==> config.mk <==
export PLATFORM = sky130hd
export DESIGN_NAME = k052109_tile_fetch_flat
export DESIGN_NICKNAME = d
export VERILOG_FILES = /design/src/rtl/k052109_pkg.sv /design/src/rtl/k052109_tile_fetch_if.sv /design/src/rtl/k052109_bank_regs.sv /design/src/rtl/k052109_tile_fetch.sv /design/src/flat_wrapper.sv
export SDC_FILE = /design/constraint.sdc
export NUM_CORES = 1
export LEC_CHECK = 0
export ABC_CLOCK_PERIOD_IN_PS = 2100
export BUFFER_PORTS_ARGS = -buffer_cell sky130_fd_sc_hd__buf_2
export CAP_MARGIN = 20
export CORE_MARGIN = 4
export CORE_UTILIZATION = 40
export DETAILED_ROUTE_END_ITERATION = 12
export GPL_ROUTABILITY_DRIVEN = 1
export GPL_TIMING_DRIVEN = 1
export PLACE_DENSITY = 0.7
export SYNTH_ARGS = -nofsm -noshare
export SYNTH_HDL_FRONTEND = slang
export SYNTH_SLANG_ARGS = --single-unit
==> constraint.sdc <==
create_clock -name clk -period 2.1 [get_ports clk]
set_input_delay 0.42 -clock clk [delete_from_list [all_inputs] [get_ports clk]]
set_output_delay 0.42 -clock clk [all_outputs]
set_load 0.03 [all_outputs]
==> src/rtl/k052109_pkg.sv <==
// Shared types and constants for the k052109 tile fetch slice.
package k052109_pkg;

  typedef enum logic [2:0] {
    IDLE,
    RD_CODE,
    RD_ATTR,
    CAP_ATTR,
    EMIT
  } fetch_state_t;

  localparam int unsigned VRAM_AW = 13;
  localparam int unsigned ROM_AW  = 16;

  // Attribute byte layout
  localparam int unsigned ATTR_TILE8    = 0;
  localparam int unsigned ATTR_FLIPY    = 1;
  localparam int unsigned ATTR_BANK_LO  = 2;
  localparam int unsigned ATTR_BANK_HI  = 3;
  localparam int unsigned ATTR_COLOR_LO = 4;
  localparam int unsigned ATTR_COLOR_HI = 7;

  function automatic logic [2:0] tile_row(input logic [2:0] row, input logic flip);
    return row ^ {3{flip}};
  endfunction

endpackage

==> src/rtl/k052109_tile_fetch_if.sv <==
// Slot request, bank write, VRAM read and pixel-side output signals of one layer.
interface k052109_tile_fetch_if;
  import k052109_pkg::*;

  logic                start;
  logic [10:0]         map;
  logic [2:0]          row_s;
  logic [2:0]          fine;
  logic                bank_we;
  logic [1:0]          bank_sel;
  logic [3:0]          bank_data;
  logic [VRAM_AW-1:0]  vram_addr;
  logic                vram_rd;
  logic                vram_wait;
  logic [7:0]          vd_in;
  logic [ROM_AW-1:0]   rom_addr;
  logic [3:0]          color;
  logic [2:0]          fine_out;
  logic                tile_valid;
  logic                overrun;

  modport master (
    output start, map, row_s, fine, bank_we, bank_sel, bank_data, vram_wait, vd_in,
    input  vram_addr, vram_rd, rom_addr, color, fine_out, tile_valid, overrun
  );

  modport slave (
    input  start, map, row_s, fine, bank_we, bank_sel, bank_data, vram_wait, vd_in,
    output vram_addr, vram_rd, rom_addr, color, fine_out, tile_valid, overrun
  );

endinterface

==> src/rtl/k052109_bank_regs.sv <==
// Four 4-bit tile bank registers: one CPU write port, one combinational read port.
module k052109_bank_regs (
  input  logic       clk,
  input  logic       rst,
  input  logic       we,
  input  logic [1:0] sel,
  input  logic [3:0] data,
  input  logic [1:0] rd_sel,
  output logic [3:0] rd_data
);

  logic [3:0] regs [4];

  always_ff @(posedge clk) begin
    if (rst) begin
      for (int unsigned i = 0; i < 4; i++) regs[i] <= '0;
    end else if (we) begin
      regs[sel] <= data;
    end
  end

  assign rd_data = regs[rd_sel];

endmodule

==> src/rtl/k052109_tile_fetch.sv <==
// Per-layer tile fetch: reads code and attribute bytes from VRAM and emits a tile ROM row address.
module k052109_tile_fetch
  import k052109_pkg::*;
#(
  parameter logic [VRAM_AW-1:0] CODE_BASE = 13'h0000,
  parameter logic [VRAM_AW-1:0] ATTR_BASE = 13'h0800,
  parameter bit                 FLIPY_EN  = 1'b1
) (
  input logic                  clk,
  input logic                  rst,
  k052109_tile_fetch_if.slave  bus
);

  fetch_state_t       state, state_n;
  logic [10:0]        map_q;
  logic [2:0]         row_q, fine_q;
  logic [7:0]         code_q;
  logic               code_pend;
  logic [VRAM_AW-1:0] code_addr, attr_addr, vram_addr;
  logic               vram_rd;
  logic               busy;
  logic [3:0]         bank_val;
  logic [ROM_AW-1:0]  rom_addr;
  logic [3:0]         color;
  logic [2:0]         fine_out;
  logic               overrun;

  assign code_addr = CODE_BASE + {2'b00, map_q};
  assign attr_addr = ATTR_BASE + {2'b00, map_q};
  assign busy      = (state == RD_CODE) || (state == RD_ATTR) || (state == CAP_ATTR);

  k052109_bank_regs u_bank (
    .clk     (clk),
    .rst     (rst),
    .we      (bus.bank_we),
    .sel     (bus.bank_sel),
    .data    (bus.bank_data),
    .rd_sel  (bus.vd_in[ATTR_BANK_HI:ATTR_BANK_LO]),
    .rd_data (bank_val)
  );

  always_comb begin
    state_n   = state;
    vram_rd   = 1'b0;
    vram_addr = '0;
    unique case (state)
      IDLE: ;
      RD_CODE: begin
        vram_rd   = 1'b1;
        vram_addr = code_addr;
        if (!bus.vram_wait) state_n = RD_ATTR;
      end
      RD_ATTR: begin
        vram_rd   = 1'b1;
        vram_addr = attr_addr;
        if (!bus.vram_wait) state_n = CAP_ATTR;
      end
      CAP_ATTR: state_n = EMIT;
      EMIT:     state_n = IDLE;
      default:  state_n = IDLE;
    endcase
    if (bus.start) state_n = RD_CODE;
  end

  // Outputs load on the CAP_ATTR->EMIT edge straight from the attribute byte on
  // VD_IN, so TILE_VALID (EMIT) lines up with them and an EMIT-cycle bank write is unseen.
  always_ff @(posedge clk) begin
    if (rst) begin
      state     <= IDLE;
      map_q     <= '0;
      row_q     <= '0;
      fine_q    <= '0;
      code_q    <= '0;
      code_pend <= 1'b0;
      rom_addr  <= '0;
      color     <= '0;
      fine_out  <= '0;
      overrun   <= 1'b0;
    end else begin
      state     <= state_n;
      code_pend <= (state == RD_CODE) && !bus.vram_wait && !bus.start;
      if (bus.start) begin
        map_q  <= bus.map;
        row_q  <= bus.row_s;
        fine_q <= bus.fine;
        if (busy) overrun <= 1'b1;
      end
      if ((state == RD_ATTR) && code_pend) code_q <= bus.vd_in;
      if ((state == CAP_ATTR) && !bus.start) begin
        rom_addr <= {bank_val, bus.vd_in[ATTR_TILE8], code_q,
                     tile_row(row_q, FLIPY_EN & bus.vd_in[ATTR_FLIPY])};
        color    <= bus.vd_in[ATTR_COLOR_HI:ATTR_COLOR_LO];
        fine_out <= fine_q;
      end
    end
  end

  assign bus.vram_addr  = vram_addr;
  assign bus.vram_rd    = vram_rd;
  assign bus.rom_addr   = rom_addr;
  assign bus.color      = color;
  assign bus.fine_out   = fine_out;
  assign bus.tile_valid = (state == EMIT);
  assign bus.overrun    = overrun;

endmodule

==> src/flat_wrapper.sv <==
// flat-port wrapper written by rule: the top's interface ports become plain ports
module k052109_tile_fetch_flat import k052109_pkg::*;
#(
  parameter logic [VRAM_AW-1:0] CODE_BASE = 13'h0000,
  parameter logic [VRAM_AW-1:0] ATTR_BASE = 13'h0800,
  parameter bit                 FLIPY_EN  = 1'b1
)
  (clk, rst, bus_start, bus_map, bus_row_s, bus_fine, bus_bank_we, bus_bank_sel, bus_bank_data, bus_vram_wait, bus_vd_in, bus_vram_addr, bus_vram_rd, bus_rom_addr, bus_color, bus_fine_out, bus_tile_valid, bus_overrun);
  k052109_tile_fetch_if bus_i ();
  input logic clk;
  input logic rst;
  input wire logic [$bits(bus_i.start)-1:0] bus_start;
  input wire logic [$bits(bus_i.map)-1:0] bus_map;
  input wire logic [$bits(bus_i.row_s)-1:0] bus_row_s;
  input wire logic [$bits(bus_i.fine)-1:0] bus_fine;
  input wire logic [$bits(bus_i.bank_we)-1:0] bus_bank_we;
  input wire logic [$bits(bus_i.bank_sel)-1:0] bus_bank_sel;
  input wire logic [$bits(bus_i.bank_data)-1:0] bus_bank_data;
  input wire logic [$bits(bus_i.vram_wait)-1:0] bus_vram_wait;
  input wire logic [$bits(bus_i.vd_in)-1:0] bus_vd_in;
  output wire logic [$bits(bus_i.vram_addr)-1:0] bus_vram_addr;
  output wire logic [$bits(bus_i.vram_rd)-1:0] bus_vram_rd;
  output wire logic [$bits(bus_i.rom_addr)-1:0] bus_rom_addr;
  output wire logic [$bits(bus_i.color)-1:0] bus_color;
  output wire logic [$bits(bus_i.fine_out)-1:0] bus_fine_out;
  output wire logic [$bits(bus_i.tile_valid)-1:0] bus_tile_valid;
  output wire logic [$bits(bus_i.overrun)-1:0] bus_overrun;
  assign bus_i.start = bus_start;
  assign bus_i.map = bus_map;
  assign bus_i.row_s = bus_row_s;
  assign bus_i.fine = bus_fine;
  assign bus_i.bank_we = bus_bank_we;
  assign bus_i.bank_sel = bus_bank_sel;
  assign bus_i.bank_data = bus_bank_data;
  assign bus_i.vram_wait = bus_vram_wait;
  assign bus_i.vd_in = bus_vd_in;
  assign bus_vram_addr = bus_i.vram_addr;
  assign bus_vram_rd = bus_i.vram_rd;
  assign bus_rom_addr = bus_i.rom_addr;
  assign bus_color = bus_i.color;
  assign bus_fine_out = bus_i.fine_out;
  assign bus_tile_valid = bus_i.tile_valid;
  assign bus_overrun = bus_i.overrun;
  k052109_tile_fetch #(.CODE_BASE(CODE_BASE), .ATTR_BASE(ATTR_BASE), .FLIPY_EN(FLIPY_EN)) u_core (.clk(clk), .rst(rst), .bus(bus_i));
endmodule
Word level (Yosys, flattened, before mapping)
Memory sizes are Yosys's and may differ from the RTL's. A register that Yosys moved wholly into a read port is not among the register bits.
Index checks and enable logic that the tools add are counted.
{"block": "word_totals", "mem_bits_rw": 16, "register_bits": 53, "memories": 1}
{"memory": "u_core.u_bank.regs", "words": 4, "width": 4, "read_ports": 1, "rd_clocked_by_memory_dff": 1, "wr": 4, "line": "k052109_bank_regs.sv:12", "text": "logic [3:0] regs [4];"}
{"block": "classes", "n_addsub": 1, "n_eq_ne": 9, "n_mux": 14, "reduce_logical": 15, "bitwise": 2}
{"operator": "$pmux W13 S2", "n": 1}
{"operator": "$add A12 B11 Y13 const A", "n": 1}
{"operator": "$pmux W3 S4", "n": 1}
{"operator": "$mux W1", "n": 8}
{"operator": "$eq A3 B2 Y1 const B", "n": 2}
{"operator": "$mux W3", "n": 2}
{"operator": "$ne A2 B2 Y1 const B", "n": 3}
{"operator": "$ne A3 B3 Y1 const B", "n": 2}
{"operator": "$reduce_and A3 Y1", "n": 2}
{"operator": "$logic_and A1 B1 Y1", "n": 4}
{"operator": "$mux W4", "n": 1}
{"operator": "$reduce_or A2 Y1", "n": 2}
{"operator": "$reduce_or A4 Y1", "n": 1}
{"operator": "$eq A3 B1 Y1 const B", "n": 1}
{"operator": "$eq A3 B3 Y1 const B", "n": 1}
{"operator": "$logic_not A3 Y1", "n": 1}
{"operator": "$xor A3 B3 Y3", "n": 1}
{"operator": "$logic_not A1 Y1", "n": 2}
{"operator": "$logic_or A1 B1 Y1", "n": 2}
{"operator": "$mux W2", "n": 1}
{"operator": "$reduce_and A2 Y1", "n": 1}
{"operator": "$not A1 Y1", "n": 1}

Longest topological paths before layout
{"block": "logic_depth", "ltp_word": 5, "mapped_depth": 5}

Hierarchy
Synthesis repeated with hierarchy kept, for this count alone.
{"block": "unflattened", "hier_cells": 267, "hier_area_um2": 2807.7}
{"mod": "k052109_tile_fetch", "instances": 1, "cells_each": 221, "area_each_um2": 2033.2}
{"mod": "k052109_bank_regs", "instances": 1, "cells_each": 46, "area_each_um2": 774.5}

Worst setup path before layout
No wires, ideal clock.
{"block": "synth_path", "path_kind": "register to output", "start": "reg u_core.state[0]", "end": "out bus_vram_addr[0]", "slack_ns": 0.407, "t_arrival_ns": 1.273, "stages_incl_launch_ff": 5, "path_buffers": 1, "required_time_ns": 1.680, "cell_sequence": "dfxtp_1 -> nand2b_1 -> a21oi_1 -> buf_2 -> and2_1"}
{"block": "synth_between", "elab_chain_cells": 2}
{"element": "from (decl)", "line": "k052109_tile_fetch.sv:14", "text": "fetch_state_t state, state_n;"}
{"element": "from (signal assigned)", "line": "k052109_tile_fetch.sv:80", "text": "state <= state_n;"}
{"element": "$eq A3 B2 Y1 or $eq A3 B1 Y1 (tied branches)", "line": "k052109_tile_fetch.sv:46", "text": "unique case (state)"}
{"element": "$pmux W13 S2 (*)", "line": "k052109_tile_fetch.sv:46"}
{"element": "to (decl)", "line": "flat_wrapper.sv:21", "text": "output wire logic [$bits(bus_i.vram_addr)-1:0] bus_vram_addr;"}
Mark *: on every way between the ends. The rest lies on a longest branch, timed or not.

Final worst setup path
{"block": "layout_path", "start": "reg u_core.state[0]", "end": "out bus_vram_addr[3]"}
Same word-level chain as after synthesis.

==> impl_metrics.csv <==
group,metric,value,unit
synthesis,synth_top_cell_by_area,"dfxtp_1",
detailed_routing,first_iter_violations,47,
detailed_routing,num_vias,2012,
setup_path,crit_family,"buffers and inverters",
clock_network,tritoncts,"yes",
synthesis,synthDominantCellAreaShare,0.3823,
synthesis,synth_flop_cell,"dfxtp_1",
setup_path,worstSetupStartpointType,"flip-flop",
run_status,status,"complete, no violations",
synthesis,synth_fp_nets,305,
setup_path,crit_type,"flip-flop to primary output",
synthesis,yosysWarnings,0,
placement,dp_hpwl,3911,µm
global_route,grtUsageMet1,0.1531,
synthesis,synth.distinct_cells,34,
layout,final_cell_mix,"buf_2 (73), dfxtp_1 (51), nand2_1 (40)",
timing,rsz0062_at_grt,"no",
detailed_routing,drt-total-wl,5537,µm
layout,diodes,0,
placement,port_buffers,73,
power_and_ir_drop,powerDensity,754.3,mW/mm²
global_route,use_met3,0.03563,
timing,min_period,1.955,ns
clock_network,ctsHoldBuffers,0,
power_and_ir_drop,ir_worst_vdd,0.0003381,V
synthesis,synth-edff-count,16,
setup_path,arrival,1.53,ns
setup_path,worstPathCellList,"nand2b_1, a21oi_1, buf_4, and2_1, buf_2",
layout,drive_above_1_share,0.3035,
detailed_routing,ant_nets,0,
clock_network,cts_setup_buffers,0,
synthesis,syn_area_per_cell,10.32,µm²
timing,holdWs,0.3187,ns
global_route,grt_max_degree,53,
setup_path,critPathRequiredTime,1.68,ns
die,core,0.006756,mm²
global_route,grt_pass1_wl,8976,µm
timing,hold_violations,0,
worst_hold_path,holdCritPathClass,"input pin to flip-flop",
layout,area_growth,21.28,%
clock_network,cts_max_level,3,
clock_network,ctsLongestPathBuffers,2,
timing,drv_slew,0,
synthesis,synthArstFlopShare,0,
layout,fillers,655,
run,drv_cap,0,
die,io_pins,75,
layout,nNetsFinal,378,
detailed_routing,drcViolationCount,0,
layout,multi_input_area,0.001141,mm²
timing,fmax,0.5115,GHz
synthesis,synth_cells,269,
synthesis,synthTopCellsByArea,"dfxtp_1 (38%), edfxtp_1 (17%), mux2i_1 (9.0%), and2_1 (6.3%), nand2_1 (5.4%)",
timing,tns,0,ns
global_route,grt_use_met2,0.2373,
timing,finalCritPeriodShare,0.9309,
global_route,grt_pass1_vias,1897,
power_and_ir_drop,leakagePower,1.438,nW
timing,setup_viol,0,
setup_path,end_kind,"primary output",
placement,place.gp.congestion,0.7544,
timing,relSlewSlack,0.6295,
clock_network,worst_skew_pair.late_latency,0.33,ns
clock_network,clock-sinks,69,
setup_path,path_buf_inv,2,
die,rows,30,
detailed_routing,wl_per_cell,13.00,µm
synthesis,synth_area,0.002775,mm²
clock_network,cts_resized,0,
placement,post-place-ws,0.4450,ns
clock_network,numCtsBuffers,9,
die,die_y,91.30,µm
global_route,track_usage,0.1373,
layout,final_common_cell,"buf_2",
detailed_routing,vias_per_cell,4.723,
timing,skew,0.006447,ns
die,initial_core_util,0.4107,
global_route,grt.overflow.total,0,
synthesis,ys_ff_latch,69,
clock_network,clk_pin_slew,0.07,ns
layout,regArea,0.001544,mm²
global_route,antenna_found_initial,0,
setup_path,cpPeakStageDelay,0.37,ns
synthesis,ys_seq_area_frac,0.5555,
setup_path,crit_path_max_fanout,12,
global_route,busiest_layer,"met2",
setup_path,slowest_stage,"dfxtp_2",
detailed_routing,drtPass1Iterations,4,
die,dieArea,0.008335,mm²
timing,worstMarginPinSlew,0.5558,ns
die,die_w,91.30,µm
clock_network,root_buffer,"clkbuf_8",
timing,final.setup.worst_slack,0.1450,ns
Yosys cell counts (3+ instances only):
cell type and number:
a211oi_2 3, a21oi_1 23, and2_1 28, buf_2 4, buf_4 5, clkbuf_1 4
dfxtp_1 53, edfxtp_1 16, inv_1 3, mux2i_1 25, mux4_2 4, nand2_1 40
nand2b_1 3, nor2_1 32, xnor2_1 3
kinds of logic (layout without fill, tap and decap cells):
kind of cell	Yosys count	after routing	synth area share
and+or+nand+nor	117	117	0.2051
muxes	29	29	0.1226
buffers and inverters	20	97	0.03877
DFF	69	69	0.5555
other	1	1	0.001351
xor gates and xnor gates	3	3	0.009470
AOI/OAI and AO/OA	30	30	0.06718
where the power goes:
group | internal [mW] | leakage (nW) | total [mW] | switching (mW)
Combinational | 0.0944 | 0.767 | 0.211 | 0.117
Sequential | 1.41 | 0.588 | 1.43 | 0.0212
Clock | 0.452 | 0.0833 | 0.900 | 0.448
state kept, by name, indices dropped and copies added (netlist names):
name	cells
u_core.bus.rom_addr	16
u_core.u_bank.regs	16
u_core.map_q	11
u_core.code_q	8
u_core.bus.color	4
u_core.bus.fine_out	3
u_core.fine_q	3
u_core.row_q	3
u_core.state	3
u_core.bus.overrun	1
u_core.code_pend	1
worst paths after layout:
path	slack, ns	to	cells after the start	startpoint
worst max register to register	0.75	u_core.bus.rom_addr[1]$_SDFFE_PP0P_	4	u_core.state[2]$_SDFFE_PP0P_
worst min-delay path	0.32	u_core.map_q[1]$_SDFFE_PP0P_	3	bus_map[1]
worst max-delay path	0.15	bus_vram_addr[3]	5	u_core.state[0]$_SDFFE_PP0P_
worst min register to register	0.45	u_core.bus.fine_out[1]$_SDFFE_PP0P_	2	u_core.fine_q[1]$_SDFFE_PP0P_
area by class of cell:
| class | instances | area share |
|---|---|---|
| inverter | 3 | 0.003346 |
| tap | 80 | 0.02974 |
| multi-input combinational | 180 | 0.3390 |
| timing repair buffer | 79 | 0.1219 |
| sequential | 69 | 0.4587 |
| clock inverter | 2 | 0.002974 |
| clock buffer | 13 | 0.04424 |
metal layers:
metal	vias to the layer above	share of wire
li1	1041	-
met1	923	0.42
met2	39	0.52
met3	9	0.044
met4	0	0.023
met5	-	0
through the flow:
| stage | area [µm²] | power (mW) | util | std cells |
|---|---|---|---|---|
| after floorplan | 2775 | 1.592 | - | 269 |
| after global placement | 3204 | 1.664 | 0.4743 | 411 |
| after detailed placement | 3204 | 1.672 | 0.4743 | 411 |
| after CTS | 3363 | 2.583 | 0.4978 | 426 |
| after global routing | 3366 | 2.680 | 0.4981 | 426 |
| final | 3366 | 2.539 | 0.4981 | 426 |
worst reg2reg max path, cell delays in order (launching register included):
cell and delay [ns]:
dfxtp_1 0.40, and4bb_1 0.31, buf_4 0.29, nor2_1 0.09, a211oi_2 0.18
(Power assumes the default switching activity.)
